===== src/rtl/rx_elastic_fifo_pkg.sv =====
// rx_efifo_pkg: shared constants for the receive elastic FIFO
package rx_efifo_pkg;
  localparam int DEF_DATA_W = 24;
  localparam int SYNC_BIT = DEF_DATA_W;
  localparam int DEF_DEPTH = 16;
  localparam int DEF_AFULL_TH = 8;
  localparam int DEF_AEMPTY_TH = 3;
  localparam logic [7:0] LOCK_BYTE_RESET = 8'hFF;
endpackage


===== src/rtl/rx_elastic_fifo_if.sv =====
// rx_elastic_fifo_if: gearbox write side, decoder read side and status of the receive elastic FIFO
interface rx_elastic_fifo_if import rx_efifo_pkg::*; #(
  parameter int DATA_W = DEF_DATA_W,
  parameter int AW = $clog2(DEF_DEPTH)
);
  logic wr_en;
  logic [DATA_W:0] wr_data;
  logic rd_pop;
  logic [DATA_W-1:0] rd_data;
  logic rd_valid;
  logic rd_issync;
  logic [AW:0] level;
  logic almost_empty;
  logic drop_pulse;
  logic overflow;
  logic underflow;
  logic clr_sticky;
  logic [7:0] sync_word;
  logic sync_word_en;
  modport master (
    output wr_en, wr_data, rd_pop, clr_sticky,
    input rd_data, rd_valid, rd_issync, level, almost_empty, drop_pulse, overflow, underflow, sync_word, sync_word_en
  );
  modport slave (
    input wr_en, wr_data, rd_pop, clr_sticky,
    output rd_data, rd_valid, rd_issync, level, almost_empty, drop_pulse, overflow, underflow, sync_word, sync_word_en
  );
endinterface


===== src/rtl/rx_elastic_fifo_mem.sv =====
// rx_efifo_mem: unreset register array with one write port and an asynchronous read port
module rx_efifo_mem #(
  parameter int W = 25,
  parameter int DEPTH = 16,
  localparam int AW = $clog2(DEPTH)
) (
  input logic clk,
  input logic we,
  input logic [AW-1:0] waddr,
  input logic [W-1:0] wdata,
  input logic [AW-1:0] raddr,
  output logic [W-1:0] rdata
);
  logic [W-1:0] mem [DEPTH];
  // storage write
  always_ff @(posedge clk)
    if (we) mem[waddr] <= wdata;
  assign rdata = mem[raddr];
endmodule


===== src/rtl/rx_elastic_fifo.sv =====
// rx_elastic_fifo: show-ahead receive elastic buffer with force-drop occupancy bound and lock-byte capture
module rx_elastic_fifo import rx_efifo_pkg::*; #(
  parameter int DATA_W = DEF_DATA_W,
  parameter int DEPTH = DEF_DEPTH,
  parameter int AFULL_TH = DEF_AFULL_TH,
  parameter int AEMPTY_TH = DEF_AEMPTY_TH
) (
  input logic clk,
  input logic reset,
  rx_elastic_fifo_if.slave bus
);
  localparam int AW = $clog2(DEPTH);
  logic [AW:0] wr_ptr, rd_ptr, level;
  logic [DATA_W:0] head;
  logic valid, issync, full, force_adv, pop_ok, adv, do_wr;
  logic drop_q, ovf_q, unf_q, sw_en_q;
  logic [7:0] sw_q;
  assign level = wr_ptr - rd_ptr;
  assign valid = level != '0;
  assign issync = head[DATA_W] & valid;
  assign full = level == (AW+1)'(DEPTH);
  assign force_adv = level >= (AW+1)'(AFULL_TH);
  assign pop_ok = bus.rd_pop & valid;
  assign adv = pop_ok | force_adv;
  assign do_wr = bus.wr_en & (!full | adv);
  rx_efifo_mem #(.W(DATA_W+1), .DEPTH(DEPTH)) u_mem (
    .clk(clk),
    .we(do_wr),
    .waddr(wr_ptr[AW-1:0]),
    .wdata(bus.wr_data),
    .raddr(rd_ptr[AW-1:0]),
    .rdata(head)
  );
  assign bus.level = level;
  assign bus.rd_valid = valid;
  assign bus.rd_data = head[DATA_W-1:0];
  assign bus.rd_issync = issync;
  assign bus.almost_empty = level <= (AW+1)'(AEMPTY_TH);
  assign bus.drop_pulse = drop_q;
  assign bus.overflow = ovf_q;
  assign bus.underflow = unf_q;
  assign bus.sync_word = sw_q;
  assign bus.sync_word_en = sw_en_q;
  // pointer advance, registered status flags and remote lock-byte capture
  always_ff @(posedge clk or posedge reset)
    if (reset) begin
      wr_ptr <= '0;
      rd_ptr <= '0;
      drop_q <= 1'b0;
      ovf_q <= 1'b0;
      unf_q <= 1'b0;
      sw_q <= LOCK_BYTE_RESET;
      sw_en_q <= 1'b0;
    end else begin
      if (do_wr) wr_ptr <= wr_ptr + 1'b1;
      if (adv) rd_ptr <= rd_ptr + 1'b1;
      drop_q <= force_adv & !pop_ok;
      ovf_q <= (bus.wr_en & full & !adv) | (ovf_q & !bus.clr_sticky);
      unf_q <= (bus.rd_pop & !valid) | (unf_q & !bus.clr_sticky);
      sw_en_q <= issync & adv;
      if (issync & adv) sw_q <= head[7:0];
    end
endmodule


===== src/flat_wrapper.sv =====
// flat-port wrapper written by rule: the top's interface ports become plain ports
module rx_elastic_fifo_flat import rx_efifo_pkg::*;
#(
  parameter int DATA_W = DEF_DATA_W,
  parameter int DEPTH = DEF_DEPTH,
  parameter int AFULL_TH = DEF_AFULL_TH,
  parameter int AEMPTY_TH = DEF_AEMPTY_TH
)
  (clk, reset, bus_wr_en, bus_wr_data, bus_rd_pop, bus_clr_sticky, bus_rd_data, bus_rd_valid, bus_rd_issync, bus_level, bus_almost_empty, bus_drop_pulse, bus_overflow, bus_underflow, bus_sync_word, bus_sync_word_en);
  rx_elastic_fifo_if #(.DATA_W(DATA_W), .AW(4)) bus_i ();
  input logic clk;
  input logic reset;
  input wire logic [$bits(bus_i.wr_en)-1:0] bus_wr_en;
  input wire logic [$bits(bus_i.wr_data)-1:0] bus_wr_data;
  input wire logic [$bits(bus_i.rd_pop)-1:0] bus_rd_pop;
  input wire logic [$bits(bus_i.clr_sticky)-1:0] bus_clr_sticky;
  output wire logic [$bits(bus_i.rd_data)-1:0] bus_rd_data;
  output wire logic [$bits(bus_i.rd_valid)-1:0] bus_rd_valid;
  output wire logic [$bits(bus_i.rd_issync)-1:0] bus_rd_issync;
  output wire logic [$bits(bus_i.level)-1:0] bus_level;
  output wire logic [$bits(bus_i.almost_empty)-1:0] bus_almost_empty;
  output wire logic [$bits(bus_i.drop_pulse)-1:0] bus_drop_pulse;
  output wire logic [$bits(bus_i.overflow)-1:0] bus_overflow;
  output wire logic [$bits(bus_i.underflow)-1:0] bus_underflow;
  output wire logic [$bits(bus_i.sync_word)-1:0] bus_sync_word;
  output wire logic [$bits(bus_i.sync_word_en)-1:0] bus_sync_word_en;
  assign bus_i.wr_en = bus_wr_en;
  assign bus_i.wr_data = bus_wr_data;
  assign bus_i.rd_pop = bus_rd_pop;
  assign bus_i.clr_sticky = bus_clr_sticky;
  assign bus_rd_data = bus_i.rd_data;
  assign bus_rd_valid = bus_i.rd_valid;
  assign bus_rd_issync = bus_i.rd_issync;
  assign bus_level = bus_i.level;
  assign bus_almost_empty = bus_i.almost_empty;
  assign bus_drop_pulse = bus_i.drop_pulse;
  assign bus_overflow = bus_i.overflow;
  assign bus_underflow = bus_i.underflow;
  assign bus_sync_word = bus_i.sync_word;
  assign bus_sync_word_en = bus_i.sync_word_en;
  rx_elastic_fifo #(.DATA_W(DATA_W), .DEPTH(DEPTH), .AFULL_TH(AFULL_TH), .AEMPTY_TH(AEMPTY_TH)) u_core (.clk(clk), .reset(reset), .bus(bus_i));
endmodule

===== config.mk =====
export PLATFORM = sky130hd
export DESIGN_NAME = rx_elastic_fifo_flat
export DESIGN_NICKNAME = d
export VERILOG_FILES = /design/src/rtl/rx_elastic_fifo_pkg.sv /design/src/rtl/rx_elastic_fifo_if.sv /design/src/rtl/rx_elastic_fifo_mem.sv /design/src/rtl/rx_elastic_fifo.sv /design/src/flat_wrapper.sv
export SDC_FILE = /design/constraint.sdc
export NUM_CORES = 1
export LEC_CHECK = 0
export BUFFER_PORTS_ARGS = -buffer_cell sky130_fd_sc_hd__buf_4
export CORE_MARGIN = 2
export CORE_UTILIZATION = 52
export DETAILED_ROUTE_END_ITERATION = 12
export GPL_ROUTABILITY_DRIVEN = 0
export GPL_TIMING_DRIVEN = 0
export PLACE_DENSITY = 0.78
export SYNTH_ARGS = -nofsm -noshare
export SYNTH_HDL_FRONTEND = slang
export SYNTH_SLANG_ARGS = --single-unit

===== constraint.sdc =====
create_clock -name clk -period 5.4 [get_ports clk]
set_input_delay 0.81 -clock clk [delete_from_list [all_inputs] [get_ports clk]]
set_output_delay 0.81 -clock clk [all_outputs]
set_load 0.05 [all_outputs]

==> results of run 1 <==
==> per-stage QoR <==
step | worst slack [ps] | area, um2 | hold slack [ps] | power, mW
finish | 846 | 19400 | 419 | 12.2
global route | 683 | 19400 | 412 | 12.6
CTS | 858 | 19400 | 409 | 12.3
detailed placement | 1450 | 18000 | 479 | 9.33
global placement | -227 | 17400 | 478 | 9.09
floorplan | 1110 | 16400 | 462 | 7.80
==> per-layer routing <==
layer,vias up,global-route usage,share of wire
met5,-,0,0
met4,0,0.0839,0.033
met3,85,0.0485,0.097
met2,522,0.366,0.49
met1,4212,0.333,0.39
li1,3272,-,-
==> layout by cell type, fill, tap and decap left out, types with 3 or more instances in the layout <==
master                       instances
sky130_fd_sc_hd__xnor2_1             6
sky130_fd_sc_hd__nor2_1              3
sky130_fd_sc_hd__nand3_1             3
sky130_fd_sc_hd__clkinv_2            7
sky130_fd_sc_hd__dfrtp_1            14
sky130_fd_sc_hd__mux4_1              7
sky130_fd_sc_hd__bufinv_16           3
sky130_fd_sc_hd__buf_6              11
sky130_fd_sc_hd__buf_12              4
sky130_fd_sc_hd__mux4_2            108
sky130_fd_sc_hd__clkbuf_1           20
sky130_fd_sc_hd__nor2_4             12
sky130_fd_sc_hd__inv_1               9
sky130_fd_sc_hd__buf_4              81
sky130_fd_sc_hd__nand2b_1            5
sky130_fd_sc_hd__a31oi_1            11
sky130_fd_sc_hd__and3_1              8
sky130_fd_sc_hd__dfstp_2             8
sky130_fd_sc_hd__nor3_2              4
sky130_fd_sc_hd__clkbuf_16          43
sky130_fd_sc_hd__mux2_4              8
sky130_fd_sc_hd__clkinvlp_4          4
sky130_fd_sc_hd__nand2_1            39
sky130_fd_sc_hd__edfxtp_1          400
sky130_fd_sc_hd__ha_1                9
sky130_fd_sc_hd__clkbuf_8            3
sky130_fd_sc_hd__buf_1               5
sky130_fd_sc_hd__xor2_1              4
sky130_fd_sc_hd__clkinv_1            8
sky130_fd_sc_hd__buf_2               7
sky130_fd_sc_hd__buf_16              9
==> cell families (layout without fill, tap and decap cells) <==
group	count (synthesis)	after routing	synth area share
compound gates	20	20	0.0102
xor+xnor	12	12	0.00870
fa+ha+maj	10	10	0.00808
buf+inv	47	222	0.0155
flops	422	422	0.766
mux	127	127	0.169
simple gates	79	79	0.0217
==> critical path, stage by stage (launching register included) <==
cell and delay [ps]:
sky130_fd_sc_hd__dfrtp_1 400, sky130_fd_sc_hd__buf_4 190, sky130_fd_sc_hd__buf_2 220, sky130_fd_sc_hd__inv_1 90
sky130_fd_sc_hd__clkbuf_1 520, sky130_fd_sc_hd__ha_1 430, sky130_fd_sc_hd__nor2b_4 170, sky130_fd_sc_hd__a221oi_4 320
sky130_fd_sc_hd__xor2_4 360, sky130_fd_sc_hd__inv_2 60, sky130_fd_sc_hd__nor3_1 180, sky130_fd_sc_hd__buf_4 230
==> final timing paths <==
check / start / endpoint / slack [ps] / cells past startpoint
setup / recovery: u_core.rd_ptr[2] / bus_almost_empty / 850 / 11
hold / removal: bus_clr_sticky / u_core.bus.overflow / 420 / 2
max in group asynchronous: reset / u_core.wr_ptr[3] / 4330 / 2
hold reg to reg: u_core.rd_ptr[4] / u_core.rd_ptr[4] / 490 / 1
min in group asynchronous: reset / u_core.bus.overflow / 490 / 2
setup reg to reg: u_core.rd_ptr[2] / u_core.bus.sync_word[2] / 1780 / 10
==> registers in the layout, indices dropped and copies added (netlist names) <==
signal and flops:
u_core.bus.drop_pulse 1, u_core.bus.overflow 1, u_core.bus.sync_word 8, u_core.bus.sync_word_en 1, u_core.bus.underflow 1, u_core.rd_ptr 5, u_core.u_mem.mem 400, u_core.wr_ptr 5
==> cell type report <==
class                      count  area [um2]
buffer                        34         205
multi-input combinational    248        3690
timing repair buffer          95         976
clock buffer                  56        1150
clock inverter                24         239
tap                          402         503
sequential                   422       12600
inverter                      13        48.8
fill                        1976       11900
==> power groups by stage <==
stage,combinational [mW],sequential (mW),clock (mW)
6_report,5.19,4.13,2.91
5_1_grt,5.43,4.16,3.05
4_1_cts,5.21,4.13,2.93
3_5_place_dp,5.15,4.18,0
3_3_place_gp,4.90,4.19,0
2_1_floorplan,3.50,4.30,0
==> results.md, run 1 <==
* **Max-Slew Margin vs Limit** 0.280
* **Num CTS Buffers** 43
* **non-filler instance count after layout** 1294
* **worst endpoint required time** 4590 ps
* **Die Footprint** 33000 um2
* **Power Dens Cells** 631 nW/um2
* **RSZ-0062 raised after global routing** false
* **data arrival time at the worst-slack endpoint** 3740 ps
* **post-detailed-route count of antenna-violating nets** 0
* **clock edge transition at the registers on the reported setup and hold paths** 60 ps
* **leading post-synthesis cells by instance count** sky130_fd_sc_hd__edfxtp_1, sky130_fd_sc_hd__mux4_2, sky130_fd_sc_hd__nand2_1
* **power dissipated by switching net loads** 4.58 mW
* **clock tree from TritonCTS** built
* **horizontal die dimension** 182 um
* **leading register cell type out of synthesis** sky130_fd_sc_hd__edfxtp_1
* **I/O pin count** 74
* **post-synthesis register bit count** 422
* **maximum number of pins on one net before global-route repair** 23
* **number of hold-slack violations in the final timing report** 0
* **GRT Residual Overflow** 0
* **Clk network pwr share** 0.238
* **fin. max-slew vios** 0
* **sequential group share of total power** 0.338
* **kind of critical path** flip-flop to output port
* **via density per instance** 6.25
* **total DRC errors in the routed layout** 0
* **top achievable clock speed** 220 MHz
* **Post-Place Cells** 1214
* **number of nets in the finished design** 897
* **number of search-and-repair iterations in the first detailed-routing pass** 5
* **vias in the first global route** 8480
* **fraction of power consumed by combinational cells** 0.424
* **switching fraction of total power** 0.374
* **count of hold-fix buffers inserted at cts** 0
* **final worst-path cycle share** 0.843
* **Cell variety after synth** 44
* **CP startpoint kind** flip-flop
* **Post-CTS Setup Bufs** 0
* **final design utilization** 0.619
* **cell type contributing the most total cell area after synthesis** sky130_fd_sc_hd__edfxtp_1
* **detail-routed net length per standard cell** 29.1 um
* **count of cells resized by post-cts repair** 0
* **Antenna Cells** 0
* **classification of the worst-slack hold path** primary input to flip-flop
* **aggregate global-route resource usage** 0.234
* **worst vdd rail ir drop** 0.703 mV
* **H-tree level count** 2
* **Final min period** 4550 ps
* **reported max-cap violation count** 0
* **wire length of the first global-routing pass** 55900 um
* **clock root buffer master** sky130_fd_sc_hd__clkbuf_16
* **cell internal pwr** 7.66 mW
* **number of port buffers** 72
* **gate count after technology mapping** 717
* **core area** 31300 um2
* **Clock Sink Count** 422
* **number of nets in the synthesized netlist** 757
* **crit end category** output port
* **Initial Util** 0.524
* **layout cell share with drive strength beyond 1** 0.368
* **status** finished, final reports clean
* **DP HPWL** 22300 um
* **synthesized area** 16400 um2
* **clock skew** 17.6 ps
* **top cell type's share of synthesized area** 0.732
* **wirelength, routed** 37600 um
* **number of enable-type register cells in the synthesized netlist** 400
* **post-synthesis sequential area ratio** 0.766
* **final setup violation count** 0
* **antenna violations before repair** 0
* **DR vias** 8091
* **Worst-Skew Late Latency** 550 ps
* **most numerous cell in the Yosys netlist** sky130_fd_sc_hd__edfxtp_1
* **height of the chip** 182 um
* **worst-path fanout max** 10
* **number of DRC violations after detailed-routing iteration 0** 859
* **Setup Total Neg Slack** 0 ps
* **synthesis-to-layout area growth** 18.2%
* **static leakage** 6.43 nW
* **Slew @ Worst Pin** 1070 ps
* **standard-cell rows** 65
* **number of buffers on the longest clock path** 3
* **cells taking the most area after synthesis** sky130_fd_sc_hd__edfxtp_1, sky130_fd_sc_hd__mux4_2, sky130_fd_sc_hd__dfrtp_1
* **number of warning messages in the yosys log** 0
* **average instance area after synthesis** 22.9 um2
* **share of synthesized registers carrying an async set or reset** 0.0521
Note: power is estimated with default switching activity, not from simulation.
==> inputs of run 2 (changes only) <==
- PLACE_DENSITY: 0.78 -> 0.81
- clock period: 5.4 -> 3.8 ns (I/O delays scaled with it)
==> run 2 against run 1 <==
Effect of this change:
- register-to-register slack worse by 1100 ps
- sequential share of layout area up 0.57 points
- sequential power up 42%
- power up 41%
- routed wire length down 1.3%
==> results.md, run 2 (synthesis gave the netlist of run 1 again) <==
* **cell count of the worst hold path** 2, unchanged
* **post-detailed-route count of antenna-violating nets** 0, unchanged
* **vias in the first global route** 8211, was 8480
* **Max-Slew Margin vs Limit** 0.263, was 0.280
* **CP startpoint kind** flip-flop, unchanged
* **Power Dens Cells** 895 nW/um2, was 631 nW/um2
* **fill count** 2002, was 1976
* **DP HPWL** 22000 um, was 22300 um
* **Post-Place Cells** 1209, was 1214
* **status** finished, final reports clean, unchanged
* **classification of the worst-slack hold path** primary input to flip-flop, unchanged
* **fin. max-slew vios** 0, unchanged
* **RSZ-0062 raised after global routing** false, unchanged
* **wire length of the first global-routing pass** 54600 um, was 55900 um
* **Worst-Skew Late Latency** 530 ps, was 550 ps
* **via density per instance** 6.27, was 6.25
* **Die Footprint** 33000 um2, unchanged
* **total DRC errors in the routed layout** 0, unchanged
* **Antenna Cells** 0, unchanged
* **static leakage** 6.37 nW, was 6.43 nW
* **GRT Residual Overflow** 0, unchanged
* **antenna violations before repair** 0, unchanged
* **number of search-and-repair iterations in the first detailed-routing pass** 5, unchanged
* **routed wl met3** 3140 um, was 3630 um
* **Clock Sink Count** 422, unchanged
* **height of the chip** 182 um, unchanged
* **top achievable clock speed** 275 MHz
* **number of buffers on the longest clock path** 3, unchanged
* **number of hold-slack violations in the final timing report** 0, unchanged
* **final setup violation count** 0, unchanged
* **horizontal die dimension** 182 um, unchanged
* **footprint of the flip-flops and latches** 12600 um2, unchanged
* **reported max-cap violation count** 0, unchanged
* **commonest cells after routing, fill and taps aside** sky130_fd_sc_hd__edfxtp_1, sky130_fd_sc_hd__mux4_2, sky130_fd_sc_hd__buf_4, unchanged
* **clock root buffer master** sky130_fd_sc_hd__clkbuf_16, unchanged
* **area of all placed cells without fillers** 19200 um2, was 19400 um2
* **worst hold slack across all endpoints** 195 ps, was 419 ps
* **clock skew** 31.4 ps, was 17.6 ps
* **clock tree from TritonCTS** built, unchanged
* **Num CTS Buffers** 42, was 43
* **synthesis-to-layout area growth** 17.2%, was 18.2%
* **largest register by flop count** u_core.u_mem.mem, unchanged
* **standard-cell rows** 65, unchanged
* **Slew @ Worst Pin** 1100 ps, was 1070 ps
* **worst endpoint required time** 3230 ps, was 4590 ps
* **Post-DP Area** 17900 um2, was 18000 um2
* **data arrival time at the worst-slack endpoint** 3070 ps, was 3740 ps
* **leading cell type in the layout, fill and taps excluded** sky130_fd_sc_hd__edfxtp_1, unchanged
* **flip-flop count of the largest register after layout** 400, unchanged
* **core area** 31300 um2, unchanged
* **worst vdd rail ir drop** 1.26 mV, was 0.703 mV
* **kind of critical path** flip-flop to output port, unchanged
* **number of DRC violations after detailed-routing iteration 0** 1018, was 859
* **H-tree level count** 2, unchanged
* **Reg2Reg Depth** 10, unchanged
* **layout cell share with drive strength beyond 1** 0.373, was 0.368
* **final worst-path cycle share** 0.958
* **Met1 Routed Length** 14600 um, was 14500 um
* **Final min period** 3640 ps
* **number of port buffers** 72, unchanged
* **non-filler instance count after layout** 1285, was 1294
* **metal2 WL** 18400 um, was 18200 um
* **number of nets in the finished design** 891, was 897
* **Multi-input gate area** 3700 um2, was 3690 um2
* **DR vias** 8054, was 8091
* **maximum number of pins on one net before global-route repair** 26, was 23
* **clock edge transition at the registers on the reported setup and hold paths** 60 ps, about the same
* **Initial Util** 0.524, unchanged
* **aggregate global-route resource usage** 0.229, was 0.234
* **final design utilization** 0.614, was 0.619
* **crit end category** output port, unchanged
* **worst-path fanout max** 10, unchanged
* **I/O pin count** 74, unchanged
* **wirelength, routed** 37100 um, was 37600 um
* **detail-routed net length per standard cell** 28.9 um, was 29.1 um
* **highest metal layer with signal wires** met4, unchanged
run 2: worst paths after layout:
path                                  start                      end  slack, ps
max in group asynchronous             reset         u_core.rd_ptr[0]       2990
min in group asynchronous             reset         u_core.rd_ptr[3]        240
min reg2reg                u_core.rd_ptr[4]         u_core.rd_ptr[4]        490
max                        u_core.rd_ptr[1]         bus_almost_empty        160
max reg2reg                u_core.rd_ptr[1]  u_core.bus.sync_word[1]        660
min                          bus_clr_sticky      u_core.bus.overflow        190
run 2: per-stage QoR:
step                      setup slack (ps)  total power, mW  TNS, ps
final                                  161             17.2        0
after CTS                             12.2             17.3        0
after floorplan                        141             11.1        0
after detailed placement              74.2             13.2        0
after global placement               -1330             12.9  -123190
after global routing                  16.3             17.8        0
run 2: critical path: stages, from the launching register on:
cell	delay [ps]
sky130_fd_sc_hd__dfrtp_1	430
sky130_fd_sc_hd__clkbuf_4	230
sky130_fd_sc_hd__clkbuf_4	220
sky130_fd_sc_hd__buf_6	200
sky130_fd_sc_hd__inv_2	140
sky130_fd_sc_hd__ha_1	330
sky130_fd_sc_hd__a221oi_4	330
sky130_fd_sc_hd__xor2_4	220
sky130_fd_sc_hd__inv_2	60
sky130_fd_sc_hd__nor3_2	150
sky130_fd_sc_hd__buf_4	220
run 2: power by group:
group | internal, mW | switching [mW] | total, mW
clock | 2.24 | 1.67 | 3.90
sequential | 5.69 | 0.192 | 5.88
combinational | 2.85 | 4.57 | 7.42
total | 10.8 | 6.43 | 17.2
run 2: layout make-up:
class,count,share of cell area
Timing Repair Buffer,92,0.0447
Multi-Input combinational cell,248,0.193
Tap cell,402,0.0262
Clock buffer,54,0.0587
Inverter,13,0.00293
Sequential cell,422,0.654
Buffer,32,0.0117
Clock inverter,22,0.00918
run 2: repair_timing:
| action | in CTS | in global routing |
|---|---|---|
| pin swaps | 1 | 0 |
| hold buffers | 0 | 0 |
| buffers inserted | 2 | 0 |
| resized for setup | 12 | 8 |
| setup endpoints to repair | 21 | 12 |
run 2: per-layer routing:
metal  GRT usage  vias to the layer above
met1       0.325                     4241
met5           0                        -
met3      0.0347                       69
li1            -                     3259
met2       0.377                      485
met4      0.0660                        0
